$ cat src/rtl/fe_pkg.sv
// Front-end shared types: RV32I mnemonic enum used by
// the decode path and the run-time instruction encoder.
package fe_pkg;

    typedef enum logic [5:0] {
        NULL,
        LUI, AUIPC, JAL, JALR,
        BEQ, BNE, BLT, BGE, BLTU, BGEU,
        LB, LH, LW, LBU, LHU,
        SB, SH, SW,
        ADDI, SLTI, SLTIU, XORI, ORI, ANDI,
        SLLI, SRLI, SRAI,
        ADD, SUB, SLL, SLT, SLTU,
        XOR, SRL, SRA, OR, AND,
        ECALL, EBREAK
    } RV32I_INSTRUCTION_MNEMONIC_t;

endpackage

$ cat src/rtl/fe_instr_encoder.sv
// Streaming RV32I encoder: mnemonic + fields -> machine word,
// tagged with an auto-incrementing IMEM address, via a small FIFO.
module fe_instr_encoder
    import fe_pkg::*;
#(
    parameter int              ADDR_W     = 32,
    parameter logic [ADDR_W-1:0] BASE_ADDR = '0,
    parameter int              FIFO_DEPTH = 2,
    parameter int              ERR_CNT_W  = 8
) (
    input  logic                        clk,
    input  logic                        rst_n,
    input  logic                        in_valid,
    output logic                        in_ready,
    input  RV32I_INSTRUCTION_MNEMONIC_t in_mnem,
    input  logic [4:0]                  in_rd,
    input  logic [4:0]                  in_rs1,
    input  logic [4:0]                  in_rs2,
    input  logic [31:0]                 in_imm,
    input  logic                        addr_load,
    input  logic [ADDR_W-1:0]           addr_val,
    output logic                        out_valid,
    input  logic                        out_ready,
    output logic [31:0]                 out_word,
    output logic [ADDR_W-1:0]           out_addr,
    output logic                        err_pulse,
    output logic [ERR_CNT_W-1:0]        err_count
);

    localparam int PTR_W = (FIFO_DEPTH > 1) ? $clog2(FIFO_DEPTH) : 1;
    localparam int CNT_W = PTR_W + 1;
    localparam logic [CNT_W-1:0] DEPTH_C = CNT_W'(FIFO_DEPTH);

    typedef enum logic [3:0] {
        F_NONE, F_R, F_I, F_SH, F_ENV, F_S, F_B, F_J, F_U
    } fmt_t;

    localparam logic [6:0] OP_LUI    = 7'b0110111;
    localparam logic [6:0] OP_AUIPC  = 7'b0010111;
    localparam logic [6:0] OP_JAL    = 7'b1101111;
    localparam logic [6:0] OP_JALR   = 7'b1100111;
    localparam logic [6:0] OP_BRANCH = 7'b1100011;
    localparam logic [6:0] OP_LOAD   = 7'b0000011;
    localparam logic [6:0] OP_STORE  = 7'b0100011;
    localparam logic [6:0] OP_IMM    = 7'b0010011;
    localparam logic [6:0] OP_REG    = 7'b0110011;
    localparam logic [6:0] OP_SYS    = 7'b1110011;
    localparam logic [6:0] F7_ALT    = 7'b0100000;

    fmt_t       fmt;
    logic [6:0] opc;
    logic [2:0] f3;
    logic [6:0] f7;

    always_comb begin
        fmt = F_NONE;
        opc = '0;
        f3  = '0;
        f7  = '0;
        unique case (in_mnem)
            LUI:    begin fmt = F_U; opc = OP_LUI;   end
            AUIPC:  begin fmt = F_U; opc = OP_AUIPC; end
            JAL:    begin fmt = F_J; opc = OP_JAL;   end
            JALR:   begin fmt = F_I; opc = OP_JALR;  end
            BEQ:    begin fmt = F_B; opc = OP_BRANCH; f3 = 3'd0; end
            BNE:    begin fmt = F_B; opc = OP_BRANCH; f3 = 3'd1; end
            BLT:    begin fmt = F_B; opc = OP_BRANCH; f3 = 3'd4; end
            BGE:    begin fmt = F_B; opc = OP_BRANCH; f3 = 3'd5; end
            BLTU:   begin fmt = F_B; opc = OP_BRANCH; f3 = 3'd6; end
            BGEU:   begin fmt = F_B; opc = OP_BRANCH; f3 = 3'd7; end
            LB:     begin fmt = F_I; opc = OP_LOAD;  f3 = 3'd0; end
            LH:     begin fmt = F_I; opc = OP_LOAD;  f3 = 3'd1; end
            LW:     begin fmt = F_I; opc = OP_LOAD;  f3 = 3'd2; end
            LBU:    begin fmt = F_I; opc = OP_LOAD;  f3 = 3'd4; end
            LHU:    begin fmt = F_I; opc = OP_LOAD;  f3 = 3'd5; end
            SB:     begin fmt = F_S; opc = OP_STORE; f3 = 3'd0; end
            SH:     begin fmt = F_S; opc = OP_STORE; f3 = 3'd1; end
            SW:     begin fmt = F_S; opc = OP_STORE; f3 = 3'd2; end
            ADDI:   begin fmt = F_I; opc = OP_IMM; f3 = 3'd0; end
            SLTI:   begin fmt = F_I; opc = OP_IMM; f3 = 3'd2; end
            SLTIU:  begin fmt = F_I; opc = OP_IMM; f3 = 3'd3; end
            XORI:   begin fmt = F_I; opc = OP_IMM; f3 = 3'd4; end
            ORI:    begin fmt = F_I; opc = OP_IMM; f3 = 3'd6; end
            ANDI:   begin fmt = F_I; opc = OP_IMM; f3 = 3'd7; end
            SLLI:   begin fmt = F_SH; opc = OP_IMM; f3 = 3'd1; end
            SRLI:   begin fmt = F_SH; opc = OP_IMM; f3 = 3'd5; end
            SRAI:   begin fmt = F_SH; opc = OP_IMM; f3 = 3'd5; f7 = F7_ALT; end
            ADD:    begin fmt = F_R; opc = OP_REG; f3 = 3'd0; end
            SUB:    begin fmt = F_R; opc = OP_REG; f3 = 3'd0; f7 = F7_ALT; end
            SLL:    begin fmt = F_R; opc = OP_REG; f3 = 3'd1; end
            SLT:    begin fmt = F_R; opc = OP_REG; f3 = 3'd2; end
            SLTU:   begin fmt = F_R; opc = OP_REG; f3 = 3'd3; end
            XOR:    begin fmt = F_R; opc = OP_REG; f3 = 3'd4; end
            SRL:    begin fmt = F_R; opc = OP_REG; f3 = 3'd5; end
            SRA:    begin fmt = F_R; opc = OP_REG; f3 = 3'd5; f7 = F7_ALT; end
            OR:     begin fmt = F_R; opc = OP_REG; f3 = 3'd6; end
            AND:    begin fmt = F_R; opc = OP_REG; f3 = 3'd7; end
            ECALL:  begin fmt = F_ENV; opc = OP_SYS; end
            EBREAK: begin fmt = F_ENV; opc = OP_SYS; end
            default: fmt = F_NONE;
        endcase
    end

    // Range checks reduce to "upper bits are pure sign extension"
    logic imm12_ok, sh_ok, b_ok, j_ok, u_ok, env_b;

    assign imm12_ok = (in_imm[31:11] == '0) || (in_imm[31:11] == '1);
    assign sh_ok    = (in_imm[31:5] == '0);
    assign b_ok     = ((in_imm[31:12] == '0) || (in_imm[31:12] == '1))
                      && !in_imm[0];
    assign j_ok     = ((in_imm[31:20] == '0) || (in_imm[31:20] == '1))
                      && !in_imm[0];
    assign u_ok     = (in_imm[11:0] == '0);
    assign env_b    = (in_mnem == EBREAK);

    logic [31:0] word;
    logic        legal;

    always_comb begin
        word  = '0;
        legal = 1'b0;
        unique case (fmt)
            F_R: begin
                word  = {f7, in_rs2, in_rs1, f3, in_rd, opc};
                legal = 1'b1;
            end
            F_I: begin
                word  = {in_imm[11:0], in_rs1, f3, in_rd, opc};
                legal = imm12_ok;
            end
            F_SH: begin
                word  = {f7, in_imm[4:0], in_rs1, f3, in_rd, opc};
                legal = sh_ok;
            end
            F_ENV: begin
                word  = {11'b0, env_b, 13'b0, opc};
                legal = 1'b1;
            end
            F_S: begin
                word  = {in_imm[11:5], in_rs2, in_rs1, f3,
                         in_imm[4:0], opc};
                legal = imm12_ok;
            end
            F_B: begin
                word  = {in_imm[12], in_imm[10:5], in_rs2, in_rs1, f3,
                         in_imm[4:1], in_imm[11], opc};
                legal = b_ok;
            end
            F_J: begin
                word  = {in_imm[20], in_imm[10:1], in_imm[11],
                         in_imm[19:12], in_rd, opc};
                legal = j_ok;
            end
            F_U: begin
                word  = {in_imm[31:12], in_rd, opc};
                legal = u_ok;
            end
            F_NONE: begin
                word  = '0;
                legal = 1'b0;
            end
        endcase
    end

    logic [31:0]       mem_word [FIFO_DEPTH];
    logic [ADDR_W-1:0] mem_addr [FIFO_DEPTH];
    logic [PTR_W-1:0]  wr_ptr, rd_ptr;
    logic [CNT_W-1:0]  count;
    logic [ADDR_W-1:0] addr_cnt;
    logic              accept, push, pop;

    assign in_ready  = rst_n && (count < DEPTH_C);
    assign out_valid = (count != '0);
    assign out_word  = mem_word[rd_ptr];
    assign out_addr  = mem_addr[rd_ptr];
    assign accept    = in_valid && in_ready;
    assign push      = accept && legal;
    assign pop       = out_valid && out_ready;

    always_ff @(posedge clk or negedge rst_n) begin
        if (!rst_n) begin
            for (int i = 0; i < FIFO_DEPTH; i++) begin
                mem_word[i] <= '0;
                mem_addr[i] <= '0;
            end
            wr_ptr    <= '0;
            rd_ptr    <= '0;
            count     <= '0;
            addr_cnt  <= BASE_ADDR;
            err_pulse <= 1'b0;
            err_count <= '0;
        end else begin
            if (push) begin
                mem_word[wr_ptr] <= word;
                mem_addr[wr_ptr] <= addr_cnt;
                wr_ptr           <= wr_ptr + PTR_W'(1);
            end
            if (pop) begin
                rd_ptr <= rd_ptr + PTR_W'(1);
            end
            if (push && !pop) begin
                count <= count + CNT_W'(1);
            end else if (!push && pop) begin
                count <= count - CNT_W'(1);
            end
            // A load wins over the increment; the entry keeps the old tag
            if (addr_load) begin
                addr_cnt <= addr_val;
            end else if (push) begin
                addr_cnt <= addr_cnt + ADDR_W'(4);
            end
            err_pulse <= accept && !legal;
            if (accept && !legal && (err_count != '1)) begin
                err_count <= err_count + ERR_CNT_W'(1);
            end
        end
    end

endmodule

$ cat config.mk
export PLATFORM = sky130hd
export DESIGN_NAME = fe_instr_encoder
export DESIGN_NICKNAME = d
export VERILOG_FILES = /design/src/rtl/fe_pkg.sv /design/src/rtl/fe_instr_encoder.sv
export SDC_FILE = /design/constraint.sdc
export NUM_CORES = 1
export LEC_CHECK = 0
export CORE_ASPECT_RATIO = 0.5
export CORE_MARGIN = 4
export CORE_UTILIZATION = 60
export CTS_CLUSTER_DIAMETER = 200
export DETAILED_ROUTE_END_ITERATION = 10
export DONT_BUFFER_PORTS = 1
export PLACE_DENSITY_LB_ADDON = 0.05
export SYNTH_ARGS = -nofsm -noshare
export SYNTH_HDL_FRONTEND = slang
export SYNTH_SLANG_ARGS = --single-unit
$ cat constraint.sdc
create_clock -name clk -period 2.6 [get_ports clk]
set_clock_uncertainty 0.1 [all_clocks]
set_input_delay 0.52 -clock clk [delete_from_list [all_inputs] [get_ports clk]]
set_output_delay 0.52 -clock clk [all_outputs]
set_load 0.01 [all_outputs]
==> results.md <==
* Simple-Gate Fraction of Synth Area at between 10 and 15%
* Adder-cell share of the synthesized area at less than 1%
* H-tree levels at 4
* RSZ-0062 raised after global routing: yes
* Ys async rst share at 100.0%
* IR drop worst, VDD at 0.4835 mV
* Largest net degree at the start of global routing at 174
* Clk Latency, worst-skew pair at roughly 0.43 ns
* Post-synth EDFFs at 0
* Top post-synthesis cells by area: dfrtp_1 (46%), mux2_2 (20%), nand2_1 (2.5%)
* Final Hold Fails at between 150 and 200
* Reg2reg setup slack at ~0.34 ns
* Worst r2r src: addr_cnt[8]$_DFFE_PN0P_
* Synth Area in Compound Gates at between 10% and 20%
* Cell repeated most along the worst path: nor2_4
* Final antenna-violating net count at 0
* Worst hold slack at -0.3151 ns
* Worst R2R Path Depth at 7
* LEAKAGE at approximately 4.7 nW
* Tmin final at roughly 2.6 ns
* Synth cell types at between 60 and 70
* Critical Path Start Type: input pin
* Post-synthesis mux area share at between 20 and 25%
* Initial antenna violation count at 0
* Fmax achieved at 389.3 MHz
* Clk pwr share at between 20% and 30%
* Yosys warns at 0
* Number of global-route vias before repair at 6926
* Worst Path Required at between 2 and 3 ns
* Crit end category: register
* Chain of cells forming the critical path: or4_4, nor2_4, nor2_4, a2111o_1, a311oi_4, buf_12, mux2_2
* Switching Power at roughly 0.003 W
* Count leader, synth: dfrtp_1
* Switch share at a little under a third
* Initial Util at between 60% and 70%
* Clock slew at reported path FFs at 0.07 ns
* Synthesized area at 9206 um^2
* Worst slew margin at between 60% and 70%
* Drt pass-1 iters at 5
* Largest family of logic cells by synthesized area: multiplexers
* CTS tree: built
* Slew Limit Fails at 0
* Non-Filler Instances at around 1100
* ANT cells at 0
* Layout cells sized above 1 at 33.60%
* WP data arrival at roughly 2.8 ns
* Crit path max-delay cell type: or4_4
* Vias at 6860
* GRT Residual Overflow at 0
* Setup violators final at 0
* Total Nets Final at between 900 and 1000
* Final wirelength at 23240 um
* Root buffer cell: clkbuf_16
* Critical Path Sink: mem_word[47]$_DFFE_PN0P_
* Die height at between 90 and 100 um
* # DRC at 0
* Critical path depth in cells at 7
* Layout-stage area growth over the synthesis result at 14.35%
* Num ports at roughly 170
* CP top delay family: compound AO/OA/AOI/OAI gates
* Die area at approximately 18000 um^2
* Crit path kind: input pin to register
* Pwr dens at about 910 nW/um^2
* Failing checks: hold timing
* Worst-Margin Slew at ~0.56 ns
* Total clock buffers created by CTS at 17
* First-pass GRT wire length at 38010 um
* Outcome: finished with violations
* Top cell type's share of synthesized area at 46.48%
* P_int at around 0.0066 W
* Synth area leader: dfrtp_1
* CTS Sinks at about 170
* Filler instances at slightly above 1000
* Crit path buf inv count at 1
* Multi-input logic area at about 5000 um^2
* Gate Count Post-Synth at approximately 840
* Synth top cells by count: dfrtp_1 (171), mux2_2 (166), nand2_1 (61), o21ai_0 (43), clkbuf_1 (38)
* Logic pwr share at between 20 and 30%
* DRT iter0 DRCs at 532
* Crit path largest cell delay at approximately 0.54 ns
* Crit-path max FO at 45
* Core box area at between 10000 and 15000 um^2
* Synth Register Bits at between 150 and 200
* Post-synth net total at 930
* # rows at 31
* Final GP Congestion at between 0.8 and 0.9
* Hold Crit Class: input pin to async pin
* Clock Path Buffers at 2
* Avg Cell Area, Syn at between 10 and 15 um^2
* Synth Flop Type: dfrtp_1
* Chip Width at 183.2 um
* I/O Buffers at 0
* Post-synthesis xor/xnor area fraction at 3.520%
* Vias/cell at 6.484
* GRT Total Usage at about 28%
* Placed cells at 1025
* Sequential share of power at between 40 and 50%
* FF/Latch Area at 4280 um^2
* Final core occ at 71.43%
* Post-synthesis sequential area ratio at between 40 and 50%
* CP startpoint: in_mnem[3]
* DP HPWL at about 16000 um
* Reg-to-reg endpoint: addr_cnt[18]$_DFFE_PN0P_
* Max-cap viol count at 0
* DR WL/cell at between 20 and 25 um
* Period utilization at between 90% and 100%
## flip-flops by register name, indices dropped and copies added (netlist names)
signal	cells
addr_cnt	32
count	2
err_count	8
err_pulse	1
mem_addr	64
mem_word	62
rd_ptr	1
wr_ptr	1
## power groups by stage
stage | combinational (W) | sequential [W] | clock, W
detailed placement | 0.00281 | 0.00419 | 0
CTS | 0.00282 | 0.00415 | 0.00269
global route | 0.00301 | 0.00428 | 0.00280
floorplan | 0.00240 | 0.00394 | 0
global placement | 0.00274 | 0.00412 | 0
finish | 0.00279 | 0.00415 | 0.00265
## worst min path at each step
stage,slack (ns),depth (start not counted),end,startpoint
after detailed placement,0.13,0,mem_word[23]$_DFFE_PN0P_,rst_n
after floorplan,0.12,0,addr_cnt[0]$_DFFE_PN0P_,rst_n
final,-0.32,0,mem_word[23]$_DFFE_PN0P_,rst_n
after global placement,0.13,0,mem_word[55]$_DFFE_PN0P_,rst_n
after global routing,-0.34,0,mem_word[23]$_DFFE_PN0P_,rst_n
after CTS,-0.33,0,mem_addr[31]$_DFFE_PN0P_,rst_n
## cell families after synthesis
kind of cell | Yosys count
buf+inv | 70
compound gates | 157
xor+xnor | 37
simple gates | 215
flops | 171
fa+ha+maj | 3
mux | 184
## through the flow
stage	hold slack, ns	setup slack, ns	cell area [um^2]	power (W)	setup TNS (ns)
after floorplan	0.1244	-0.2558	9557	0.006342	-26.05
after global placement	0.1287	-0.3210	9873	0.006860	-40.50
after detailed placement	0.1289	-0.3869	9873	0.006998	-49.41
after CTS	-0.3277	0.03417	10490	0.009663	0
after global routing	-0.3360	-0.001867	10530	0.01010	-0.001867
final	-0.3151	0.03106	10530	0.009594	0
## routing by layer
metal / wire, um / global-route usage, % / share of wire [%]
met3: 1954 / 8.765 / 8.4
met4: 312 / 6.753 / 1.3
met2: 10930 / 43.57 / 47
met5: 0 / 0 / 0
met1: 10050 / 37.35 / 43
## final cells by class
cell class	instances	share of cell area (%)
multi-input cells	596	46.46
flip-flops and latches	171	40.66
repair buffers	48	4.243
clock buffers	18	4.172
well taps	198	2.353
clock inverters	14	1.652
inverters	13	0.4635
## repair_timing
action / CTS / global route
endpoints found under the setup margin: 0 / 77
buffers inserted: 0 / 1
hold endpoints to repair: 171 / 171
gates resized for setup: 0 / 6
## cell usage in the layout, fill, tap and decap left out, types with 4 or more instances in the layout
master	synthesis	final
dfrtp_1	171	170
mux2_2	166	134
nand2_1	61	61
mux2_4	0	45
o21ai_0	43	41
buf_4	10	40
nor2_1	29	28
xnor2_1	26	26
a31oi_1	22	21
nand3_1	20	20
a21oi_1	20	20
nand4_1	19	19
clkbuf_16	0	17
nor3_1	15	14
a22o_1	14	14
and3_1	13	13
inv_1	13	13
xor2_1	11	11
nor2b_1	10	10
nor4_1	11	10
nand2b_1	7	7
o21ai_1	6	7
inv_6	0	7
and2_1	6	6
a221o_1	6	6
buf_12	0	6
mux2i_1	5	5
a311oi_2	2	5
a31o_2	4	4
or2_2	4	4
a22oi_1	4	4
## worst reg2reg max path, delay by kind of cell (launching register included)
family	cells	cell delay (ns)
AO/OA/AOI/OAI	2	0.32
XOR/XNOR	1	0.15
flip-flops	1	0.46
AND/OR/NAND/NOR	4	1.09
(Power assumes the default switching activity.)
